[config.mk]
export PLATFORM = sky130hd
export DESIGN_NAME = ahb_sram_bridge
export DESIGN_NICKNAME = d
export VERILOG_FILES = /design/src/rtl/ahb_sram_bridge.sv
export SDC_FILE = /design/constraint.sdc
export NUM_CORES = 1
export LEC_CHECK = 0
export ABC_CLOCK_PERIOD_IN_PS = 2100
export CAP_MARGIN = 0
export CORE_MARGIN = 3
export CORE_UTILIZATION = 39
export DETAILED_ROUTE_END_ITERATION = 16
export PLACE_DENSITY = 0.92
export SLEW_MARGIN = 40
export SYNTH_ARGS = -nofsm -noshare
export SYNTH_HDL_FRONTEND = slang
export SYNTH_SLANG_ARGS = --single-unit
export TNS_END_PERCENT = 30
[constraint.sdc]
create_clock -name hclk -period 2.1 [get_ports hclk]
set_clock_uncertainty 0.05 [all_clocks]
set_input_delay 0.42 -clock hclk [delete_from_list [all_inputs] [get_ports hclk]]
set_output_delay 0.42 -clock hclk [all_outputs]
set_load 0.02 [all_outputs]
[src/rtl/ahb_sram_bridge.sv]
// AHB-Lite slave that maps bus transfers onto per-lane strobes of a two-bank, 4-lane SRAM array.
// Define AHB_SRAM_BRIDGE_ERR_EN to answer illegal transfers with a two-cycle ERROR response.
module ahb_sram_bridge #(
   parameter int SRAM_AW = 13
) (
   input  logic               hclk,
   input  logic               hresetn,
   input  logic               hsel,
   input  logic               hready,
   input  logic [1:0]         htrans,
   input  logic               hwrite,
   input  logic [2:0]         hsize,
   input  logic [31:0]        haddr,
   input  logic [31:0]        hwdata,
   output logic               hreadyout,
   output logic [1:0]         hresp,
   output logic [31:0]        hrdata,
   input  logic               bist_en,
   input  logic [7:0]         sram_q0,
   input  logic [7:0]         sram_q1,
   input  logic [7:0]         sram_q2,
   input  logic [7:0]         sram_q3,
   input  logic [7:0]         sram_q4,
   input  logic [7:0]         sram_q5,
   input  logic [7:0]         sram_q6,
   input  logic [7:0]         sram_q7,
   output logic               sram_wen,
   output logic [SRAM_AW-1:0] sram_addr,
   output logic [31:0]        sram_wdata,
   output logic [3:0]         bank0_csn,
   output logic [3:0]         bank1_csn
);

   typedef enum logic [2:0] {
      IDLE, WR, RD, RD_PEND
`ifdef AHB_SRAM_BRIDGE_ERR_EN
      , ERR1, ERR2
`endif
   } state_t;

   state_t state_reg, state_next;

   logic               stall;
   logic               xfer_valid, xfer_bad, wr_xfer, rd_xfer;
   logic [3:0]         byte_lane, half_lane, lanes;
   logic [SRAM_AW-1:0] haddr_word;
   logic               haddr_bank;
   logic [31:0]        bank0_q, bank1_q;

   logic [SRAM_AW-1:0] wr_addr_reg, pend_addr_reg, addr_hold_reg;
   logic [3:0]         wr_lanes_reg;
   logic               wr_bank_reg, pend_bank_reg, rd_bank_reg;
   logic [31:0]        wdata_hold_reg;
   logic               unused_ok;

   assign unused_ok  = ^{haddr[31:SRAM_AW+3], htrans[0]};
   assign haddr_word = haddr[SRAM_AW+1:2];
   assign haddr_bank = haddr[SRAM_AW+2];
   assign bank0_q    = {sram_q3, sram_q2, sram_q1, sram_q0};
   assign bank1_q    = {sram_q7, sram_q6, sram_q5, sram_q4};

   genvar gi;
   generate
      for (gi = 0; gi < 4; gi++) begin : g_lane
         assign byte_lane[gi] = (haddr[1:0] == 2'(gi));
         assign half_lane[gi] = (haddr[1] == (gi >= 2));
      end
   endgenerate

   always_comb begin
      lanes = 4'b0000;
      case (hsize)
         3'd0:    lanes = byte_lane;
         3'd1:    lanes = half_lane;
         3'd2:    lanes = 4'b1111;
         default: lanes = 4'b0000;
      endcase
   end

`ifdef AHB_SRAM_BRIDGE_ERR_EN
   assign stall = (state_reg == RD_PEND) || (state_reg == ERR1);
   assign hresp = ((state_reg == ERR1) || (state_reg == ERR2)) ? 2'b01 : 2'b00;
`else
   assign stall = (state_reg == RD_PEND);
   assign hresp = 2'b00;
`endif
   assign hreadyout = ~stall;

   // Our own stall cycles never accept an address phase, whatever hready says.
   assign xfer_valid = hsel & hready & htrans[1] & ~stall;
   assign xfer_bad   = xfer_valid & ((hsize > 3'd2) |
                                     ((hsize == 3'd1) & haddr[0]) |
                                     ((hsize == 3'd2) & (haddr[1:0] != 2'b00)) |
                                     bist_en);
   assign wr_xfer    = xfer_valid & ~xfer_bad & hwrite;
   assign rd_xfer    = xfer_valid & ~xfer_bad & ~hwrite;

   always_ff @(posedge hclk or negedge hresetn) begin
      if (!hresetn) state_reg <= IDLE;
      else          state_reg <= state_next;
   end

   always_comb begin
      state_next = state_reg;
      case (state_reg)
         RD_PEND: state_next = RD;
`ifdef AHB_SRAM_BRIDGE_ERR_EN
         ERR1:    state_next = ERR2;
`endif
         default: begin
            if (xfer_bad)
`ifdef AHB_SRAM_BRIDGE_ERR_EN
               state_next = ERR1;
`else
               state_next = IDLE;
`endif
            else if (wr_xfer)
               state_next = WR;
            else if (rd_xfer)
               state_next = (state_reg == WR) ? RD_PEND : RD;
            else
               state_next = IDLE;
         end
      endcase
   end

   always_comb begin
      hrdata     = 32'h0;
      sram_wen   = 1'b1;
      sram_addr  = addr_hold_reg;
      sram_wdata = wdata_hold_reg;
      bank0_csn  = 4'hF;
      bank1_csn  = 4'hF;
      case (state_reg)
         WR: begin
            sram_wen   = 1'b0;
            sram_addr  = wr_addr_reg;
            sram_wdata = hwdata;
            if (wr_bank_reg) bank1_csn = ~wr_lanes_reg;
            else             bank0_csn = ~wr_lanes_reg;
         end
         RD_PEND: begin
            sram_addr = pend_addr_reg;
            if (pend_bank_reg) bank1_csn = 4'h0;
            else               bank0_csn = 4'h0;
         end
         RD:      hrdata = rd_bank_reg ? bank1_q : bank0_q;
         default: ;
      endcase
      // A read address phase owns the port unless a write data phase is using it.
      if (rd_xfer && (state_reg != WR)) begin
         sram_addr = haddr_word;
         if (haddr_bank) bank1_csn = 4'h0;
         else            bank0_csn = 4'h0;
      end
      if (!hresetn) begin
         sram_wen   = 1'b1;
         sram_addr  = addr_hold_reg;
         sram_wdata = wdata_hold_reg;
         bank0_csn  = 4'hF;
         bank1_csn  = 4'hF;
      end
   end

   always_ff @(posedge hclk or negedge hresetn) begin
      if (!hresetn) begin
         wr_addr_reg    <= '0;
         wr_bank_reg    <= 1'b0;
         wr_lanes_reg   <= 4'h0;
         pend_addr_reg  <= '0;
         pend_bank_reg  <= 1'b0;
         rd_bank_reg    <= 1'b0;
         addr_hold_reg  <= '0;
         wdata_hold_reg <= 32'h0;
      end else begin
         addr_hold_reg  <= sram_addr;
         wdata_hold_reg <= sram_wdata;
         if (wr_xfer) begin
            wr_addr_reg  <= haddr_word;
            wr_bank_reg  <= haddr_bank;
            wr_lanes_reg <= lanes;
         end
         if (rd_xfer) begin
            if (state_reg == WR) begin
               pend_addr_reg <= haddr_word;
               pend_bank_reg <= haddr_bank;
            end else begin
               rd_bank_reg <= haddr_bank;
            end
         end else if (state_reg == RD_PEND) begin
            rd_bank_reg <= pend_bank_reg;
         end
      end
   end

endmodule
==> results.txt <==
For this run, the total global-route usage over all layers was measured as 0.240. During synthesis, Yosys emitted a total of 0 warnings. At the worst endpoint, the required time is 1630 ps. The source of the critical timing path is state_reg[1].

During placement, the flow inserted port buffers numbering 208. The sum of net half-perimeters after detailed placement came out at 10.9 mm. Counting flops with an async set or reset pin after synthesis yields a share of 1.00.

The area growth from synthesis to layout came out at 69.7%. TritonCTS built the clock tree. The checks that failed: negative setup slack. A synthesized cell averages 9.79 um^2. After global routing the overflow that remains totals 0. After synthesis the cells add up to 4130 um^2. The register with the most flip-flops in the layout has 32 of them. The final wirelength came out at 14.6 mm. The die is 109 um wide. In this run the worst hold path is classified as in -> async. The peak supply drop is 0.000491 V. The largest net degree at the start of global routing is 37. The total via count after detailed routing is 4238. In the final layout, the share of cells above drive strength 1 is 0.374. CTS built an H-tree with a depth of 3. The core area is 10000 um^2. The startpoint type of the worst setup path is a flip-flop. After layout, the minimum clock period comes to 2280 ps.

The initial utilization of the core area, before any placement, comes to 0.411. The initial detailed-routing violation count is 213. The longest clock path from root to sink contains 2 buffers. The peak clock frequency supported by timing is 0.438 GHz. The portion of the clock cycle consumed by the worst path in the final layout came out at 1.09. The number of maximum-capacitance violations is 0.

Synthesis inferred 80 register bits. Among all flip-flop cells after synthesis, the most frequent one is sky130_fd_sc_hd__dfrtp_1. The fraction of met3 tracks used by global routing came out at 0.0930. The via count of the first global-routing pass is 4461.

The standard cell area after detailed placement is 6760 um^2. The number of antenna violations at the first check in global routing was 2. The max-slew violation count came out at 0. The global-route met2 utilization came out at 0.426. Using the TritonRoute via totals, the vias-per-cell ratio works out to 5.15. The number of hold violations in the final report is 0. The global-route wire length before repair came out at 21.9 mm.

The placer's final routability congestion estimate came out at 0.828. The number of DRC violations after detailed routing is 0. The top fanout value on the critical path is 7. The total power divided by cell area is 565 nW/um^2.

The clock network latency to the later pin of the worst-skew pair is 360 ps. The first detailed-routing pass ran for 6 iterations. The slowest library cell on the worst path is sky130_fd_sc_hd__dfrtp_2. The critical path in this run is classified as reg -> out. After technology mapping, the gate count stands at 422. Setup repair after global routing could not meet its margin everywhere. Measured along the y axis, the die boundary spans 109 um. The worst stage delay on the critical path is 460 ps. The average wire per standard cell is 17.8 um. The synthesized netlist contains 36 unique library cells.

The setup slack after layout is -183 ps. The count of endpoints failing setup in the final report is 52. The number of filler cells placed in the layout came out at 727. The critical path data arrival time came out at 1810 ps.

After clock tree synthesis, the clock-pin slew on the worst setup and hold paths is 90 ps. met2 is the most crowded layer. In this run the clock root is driven by a sky130_fd_sc_hd__clkbuf_8. The worst reg-to-reg setup slack is 300 ps. The CTS sink count is 80. After routing, the total negative slack on setup checks comes to -3910 ps. The number of routed nets with antenna violations came out at 0.

For this run, the register share of the synthesized area comes to 0.485. The reg-to-reg critical path startpoint is state_reg[0]. The run finished, with violations left. The fraction of met1 tracks used by global routing came out at 0.246. The number of buffers created by CTS came out at 9. The static leakage is 3.42 nW.

The count of standard-cell rows is 36. The critical path endpoint category is an output port. The post-route cell area is 7010 um^2.

The final-stage net count came out at 823. The critical path goes through buf_6, mux2_2, o22ai_2, a21oi_1, o21a_1, buf_4. The count of flip-flops with a built-in enable after synthesis is 0. The die area is 11900 um^2. 228 I/O pins were placed.
-- metal layers --
metal / up-vias / share of wire
met4: 2 / 0.022
met1: 2031 / 0.35
met5: - / 0.0012
met2: 230 / 0.51
met3: 25 / 0.12
li1: 1950 / -
-- critical path, delay by kind of cell (launching register included) --
| kind | cells | cell delay, ps |
|---|---|---|
| AO/OA/AOI/OAI | 3 | 290 |
| buffers and inverters | 2 | 340 |
| flip-flops | 1 | 460 |
| multiplexers | 1 | 350 |
-- synthesized netlist by cell type (2+ instances only) --
| library cell | n | share of area |
|---|---|---|
| sky130_fd_sc_hd__buf_4 | 3 | 0.0055 |
| sky130_fd_sc_hd__inv_1 | 3 | 0.0027 |
| sky130_fd_sc_hd__and2_1 | 4 | 0.0061 |
| sky130_fd_sc_hd__o22ai_1 | 13 | 0.020 |
| sky130_fd_sc_hd__mux2i_1 | 32 | 0.078 |
| sky130_fd_sc_hd__clkbuf_1 | 15 | 0.014 |
| sky130_fd_sc_hd__o21ai_0 | 13 | 0.016 |
| sky130_fd_sc_hd__o211ai_2 | 2 | 0.0061 |
| sky130_fd_sc_hd__dfrtp_1 | 80 | 0.48 |
| sky130_fd_sc_hd__mux2_2 | 31 | 0.084 |
| sky130_fd_sc_hd__o21a_1 | 13 | 0.024 |
| sky130_fd_sc_hd__a31oi_1 | 4 | 0.0061 |
| sky130_fd_sc_hd__buf_2 | 7 | 0.0085 |
| sky130_fd_sc_hd__nand2_1 | 106 | 0.096 |
| sky130_fd_sc_hd__mux2_4 | 10 | 0.036 |
| sky130_fd_sc_hd__nor3_4 | 2 | 0.0079 |
| sky130_fd_sc_hd__nor2_1 | 49 | 0.045 |
| sky130_fd_sc_hd__a21oi_1 | 17 | 0.021 |
-- placed cells by master, fill, tap and decap left out, drive strengths merged, types with 2 or more instances in the layout --
master and n:
clkbuf 10, inv 5, dlygate4sd3 6, and2 4, o21ai 13, o21a 13, a21boi 2, o22ai 13
clkinvlp 2, mux2i 32, dlygate4sd2 2, clkinv 2, conb 2, a31oi 4, nor3 2, buf 156
mux2 41, dfrtp 80, a21oi 18, o211ai 2, clkdlybuf4s50 110, clkdlybuf4s15 3, nor2 50, nand2 106
-- cell families (layout without fill, tap and decap cells) --
group	after synthesis	count (layout)	synth area share
other	1	3	0.000908
buffers and inverters	31	297	0.0394
muxes	73	73	0.198
AOI/OAI and AO/OA	69	69	0.108
DFF	80	80	0.485
and+or+nand+nor	168	168	0.169
-- what timing repair did --
action,4_1_cts,5_1_grt
gates cloned,1,0
setup endpoints to repair,87,85
setup buffers,3,5
gates resized for setup,401,96
pin swaps,11,5
endpoints found under the hold margin,2,0
hold buffers,6,0
-- worst paths after layout --
| path | end | cells past startpoint |
|---|---|---|
| setup / recovery | sram_addr[1] | 6 |
| hold / removal | wr_addr_reg[7] | 2 |
| setup reg to reg | wr_addr_reg[6] | 6 |
| hold reg to reg | wdata_hold_reg[24] | 2 |
| max in group asynchronous | wr_bank_reg | 3 |
| min in group hclk | wr_lanes_reg[1] | 4 |
-- power breakdown --
group          leakage [nW]  total, mW  switching, mW  internal, mW
Combinational          2.25       1.05          0.494         0.556
Sequential             1.06       1.73         0.0613          1.67
Clock                0.0989       1.18          0.596         0.585
-- cell type report --
class                           instances  area (um^2)  share of cell area
Clock inverter                          6         67.6             0.00964
Clock buffer                           10          138              0.0196
Sequential cell                        80         2010               0.286
Antenna cell                            1         2.50            0.000357
Multi-Input combinational cell        312         2180               0.311
Timing Repair Buffer                  277         2440               0.347
Tap cell                              133          166              0.0237
Inverter                                4         15.0             0.00214
-- stage by stage --
stage	power [mW]	std cells	utilization	hold WS [ps]	setup WS, ps
floorplan	2.22	423	-	74.4	20.4
CTS	3.94	818	0.685	4.33	-191
finish	3.96	823	0.698	18.8	-183
detailed placement	2.83	792	0.673	211	-924
global placement	2.78	792	0.673	208	-930
global route	4.13	823	0.698	19.7	-258
Note: power is estimated with default switching activity, not from simulation.
==> RTL change 1: new RTL, same settings <==
Set the parameter `SRAM_AW` to 11 (it was 13).
--- a/src/rtl/ahb_sram_bridge.sv
+++ b/src/rtl/ahb_sram_bridge.sv
@@ -1,7 +1,7 @@
 // AHB-Lite slave that maps bus transfers onto per-lane strobes of a two-bank, 4-lane SRAM array.
 // Define AHB_SRAM_BRIDGE_ERR_EN to answer illegal transfers with a two-cycle ERROR response.
 module ahb_sram_bridge #(
-   parameter int SRAM_AW = 13
+   parameter int SRAM_AW = 11
 ) (
    input  logic               hclk,
    input  logic               hresetn,
Interface: changed (resized sram_addr); port bits go from 228 to 226. The function was not compared with the original's and may differ.
==> RTL change 1 against the original RTL <==
  * Synthesized area decreased by 8.1%
  * Fmax increased by 0.45%
  * Sequential cell count decreased by 6
  * Clock power decreased by 10%
  * Design area increased by 2.8%
  * Core utilization increased by 7.1 points
  * Routed wire length increased by 14%
  * Highest routed layer is now met4
  * Worst setup slack improved by 0.010 ns
  * Power decreased by 2.2%
  * The run still ends with negative setup slack left
==> RTL change 1: results (changes against the original RTL) <==
- Yosys cell types: 33 (-8.3%)
- Worst setup path endpoint: sram_addr[6]
- Layout cells sized above 1: 47.06% (+9.6 points)
- Met2 WL: 8487 um (+15%)
- Failing checks: negative setup slack
- Non-clk bufs: 288 (+4.0%)
- RD Place Congestion: 0.8914 (+7.7%)
- Post-synthesis sequential area ratio: 48.75% (+0.29 points)
- Pre-CTS WS: -0.9687 ns (-0.04470 ns)
- Worst reg2reg startpoint: state_reg[1]
- Crit-path max FO: 6 (-1)
- Crit path launch: state_reg[0]
- Setup bufs post-CTS: 9 (+6)
- Cell count after synthesis: 402 (-4.7%)
- Number of multi-input combinational cells: 298 (-4.5%)
- Count of buffers from port buffering: 204 (-1.9%)
- Run status: finished, violations left
- Power per standard cell area: 537.3 mW/mm^2 (-4.9%)
- Top cells by count, synth: nand2_1, dfrtp_1, nor2_1
- Peak VDD IR: 0.4871 mV (-0.84%)
- Nets: 814 (-1.1%)
- Antenna diodes: 5 (+4)
- CTS resizes: 454 (+13%)
- PnR worst setup slack: -0.1722 ns (+0.01033 ns)
- Placed cell areas: 0.006381 sq mm (-5.6%)
- Die X: 104.7 um (-3.9%)
- Final setup viols: 49 (-5.8%)
-- RTL change 1: cell types whose count changed in the layout (fill, tap and decap cells not counted), sizes merged, moves of 4 or more --
cell / before / now
buf: 156 / 174
dfrtp: 80 / 74
diode: 1 / 5
dlygate4sd3: 6 / 2
mux2: 41 / 35
-- RTL change 1: critical path, stage by stage, from the launching register on --
cell	delay, ns
dfrtp_1	0.42
buf_4	0.16
nand2_4	0.08
buf_8	0.14
o22ai_2	0.08
a21oi_1	0.20
o21a_1	0.22
buf_6	0.14
-- RTL change 1: how the worst min path moves through the flow --
stage / depth (start not counted) / to / startpoint
floorplan: 0 / addr_hold_reg[0] / hresetn
global placement: 1 / state_reg[0] / hresetn
detailed placement: 1 / state_reg[0] / hresetn
CTS: 1 / state_reg[0] / hresetn
global route: 2 / wr_addr_reg[0] / hresetn
finish: 2 / wr_addr_reg[0] / hresetn
-- RTL change 1: cell families after synthesis --
logic type,after synthesis
simple gates,166
compound gates,63
other cells,1
flops,74
buf+inv,31
mux,67
==> RTL change 2: new RTL, same flow settings <==
Without the edit above. Take the reset off `addr_hold_reg` and `wdata_hold_reg` and load them in a clocked block of their own.
--- a/src/rtl/ahb_sram_bridge.sv
+++ b/src/rtl/ahb_sram_bridge.sv
@@ -170,11 +170,7 @@
          pend_addr_reg  <= '0;
          pend_bank_reg  <= 1'b0;
          rd_bank_reg    <= 1'b0;
-         addr_hold_reg  <= '0;
-         wdata_hold_reg <= 32'h0;
       end else begin
-         addr_hold_reg  <= sram_addr;
-         wdata_hold_reg <= sram_wdata;
          if (wr_xfer) begin
             wr_addr_reg  <= haddr_word;
             wr_bank_reg  <= haddr_bank;
@@ -193,4 +189,9 @@
       end
    end
 
+   always_ff @(posedge hclk) begin
+      addr_hold_reg  <= sram_addr;
+      wdata_hold_reg <= sram_wdata;
+   end
+
 endmodule
Check against the original RTL: differs if hresetn is asserted again (counterexample within 4 cycles, from zero or initial values and one cycle with hresetn low); with hresetn held inactive, the same outputs for 4 cycles.
==> RTL change 2 against the original RTL <==
  * The flow still finishes with violations (negative setup slack)
  * First-iteration DRC count decreased by 15%
  * Fmax rose by 3.9%
  * Via count down 3.4%
  * Power up 2.1%
  * Routed wire length is 5.2% lower
  * Clock power is 9% higher
  * Core utilization increased by 1.5 points
  * Count of clock-buffer cells in the layout stayed put
  * Synthesized area down 5.5%
  * Sequential cell count unchanged
  * Worst setup slack gained 0.086 ns
  * Design area fell by 3.4%
==> RTL change 2: results (changes against the original RTL) <==
- Logic pwr share: 25.4% (-1.1 points)
- Antenna diodes: 0 (-1)
- Final setup viols: 47 (-9.6%)
- Vias: 4092 (-3.4%)
- Post-synthesis sequential area ratio: 45.48% (-3.0 points)
- Run status: finished, violations left
- Inserted Clock Buffers: 9 (unchanged)
- Switching power: 1.116 mW (-3.0%)
- Die area: 0.01125 sq mm (-5.2%)
- Pre-CTS WS: -0.8357 ns (+0.08832 ns)
- Cell Count, Final, Fillers Out: 808 (-1.8%)
- Peak VDD IR: 0.5635 mV (+15%)
- Post-Place Cells: 782 (-1.3%)
- Initial detailed-routing violation count: 182 (-15%)
- P_leak: 3.193 nW (-6.5%)
- Layout cells sized above 1: 39.03% (+1.6 points)
- Fin. Hold Viols: 0 (unchanged)
- Top cells by count, synth: nand2_1, nor2_1, dfxtp_1
- Latest clock arrival within the worst-skew pair: 0.34 ns (-0.02 ns)
- CP peak stage delay: 0.46 ns (about the same)
- Count of buffers from port buffering: 208 (unchanged)
- Clock transition at the registers of the reported paths: 0.09 ns (about the same)
- Failing checks: negative setup slack
- Setup bufs post-CTS: 4 (+1)
- H-tree Lvls: 3 (unchanged)
- Initial antenna violation count: 0 (-2)
- Max Cap Viol: 0 (unchanged)
- Pin count of the biggest net entering global routing: 33 (-11%)
- Synth Warn #: 0 (unchanged)
- RD Place Congestion: 0.8233 (-0.54%)
- CTS resizes: 438 (+9.2%)
- Post-synth ARST share: 43.75% (-56 points)
- Top post-synthesis cells by area: dfxtp_1, dfrtp_1, nand2_1
- Fillers: 688 (-5.4%)
- First-pass GRT wire length: 20930 um (-4.6%)
- PnR worst setup slack: -0.09609 ns (+0.08641 ns)
- CTS max path bufs: 2 (unchanged)
- Max reg flops: 32 (unchanged)
- First drt pass iteration count: 5 (-1)
- Yosys cell types: 37 (+2.8%)
- Vias in the first global route: 4184 (-6.2%)
- Reg power frac: 42.7% (-1.0 points)
- WL final: 13860 um (-5.2%)
- DP HPWL: 10510 um (-3.3%)
- Worst min path class: input pin to async pin
- Total GRT Usage: 23.35% (-0.67 points)
- CTS root buf: clkbuf_8
- Syn Area/Cell: 9.257 sq um (-5.5%)
- Slowest cell on the critical path: dfrtp_2
- Crit-path max FO: 5 (-2)
- Power per standard cell area: 596.8 mW/mm^2 (+5.6%)
RTL change 2: cells by family after synthesis:
logic type | after synthesis | synth area share, %
simple gates | 168 | 17.84
flops | 80 | 45.48
mux | 73 | 20.98
compound gates | 69 | 11.43
buf+inv | 31 | 4.164
other cells | 1 | 0.09600
RTL change 2: per-stage QoR:
stage	area, sq um	hold slack (ns)	setup TNS [ns]
final	6775	0.1101	-1.860
after global routing	6775	0.09782	-6.018
after CTS	6462	0.02449	-1.950
after detailed placement	6457	0.3827	-30.95
after global placement	6457	0.3759	-27.63
after floorplan	3910	0.07441	0
RTL change 2: layer usage:
layer	wire length (um)	up-vias	GRT usage (%)	share of wire (%)
met5	0	-	0	0
met4	147	0	6.290	1.1
met3	1427	12	8.500	10
met2	7126	191	43.58	51
met1	5161	1951	24.66	37
li1	-	1938	-	-
RTL change 2: path summary, 6_finish.rpt:
check / from / end / slack [ns] / depth (start not counted)
max: state_reg[1] / sram_addr[10] / -0.1 / 6
min: hresetn / wr_lanes_reg[1] / 0.11 / 2
max reg2reg: state_reg[0] / wr_lanes_reg[2] / 0.32 / 7
min reg2reg: wdata_hold_reg[15] / wdata_hold_reg[15] / 0.40 / 2
max in group asynchronous: hresetn / wr_addr_reg[5] / 1.51 / 3
min in group hclk: wdata_hold_reg[15] / wdata_hold_reg[15] / 0.40 / 2
RTL change 2: critical path, delay by kind of cell (launching register included):
family          cells  cell delay (ns)
compound gates      3             0.33
buf+inv             2             0.30
mux                 1             0.30
flops               1             0.46
RTL change 2: area by class of cell:
class	count	area, sq um	share of cell area (%)
clock buffer	10	137.6	2.031
timing repair buffer	267	2361	34.85
multi-input combinational	312	2230	32.91
sequential	80	1780	26.28
tap	129	161.4	2.382
clock inverter	6	90.09	1.330
inverter	4	15.01	0.2216
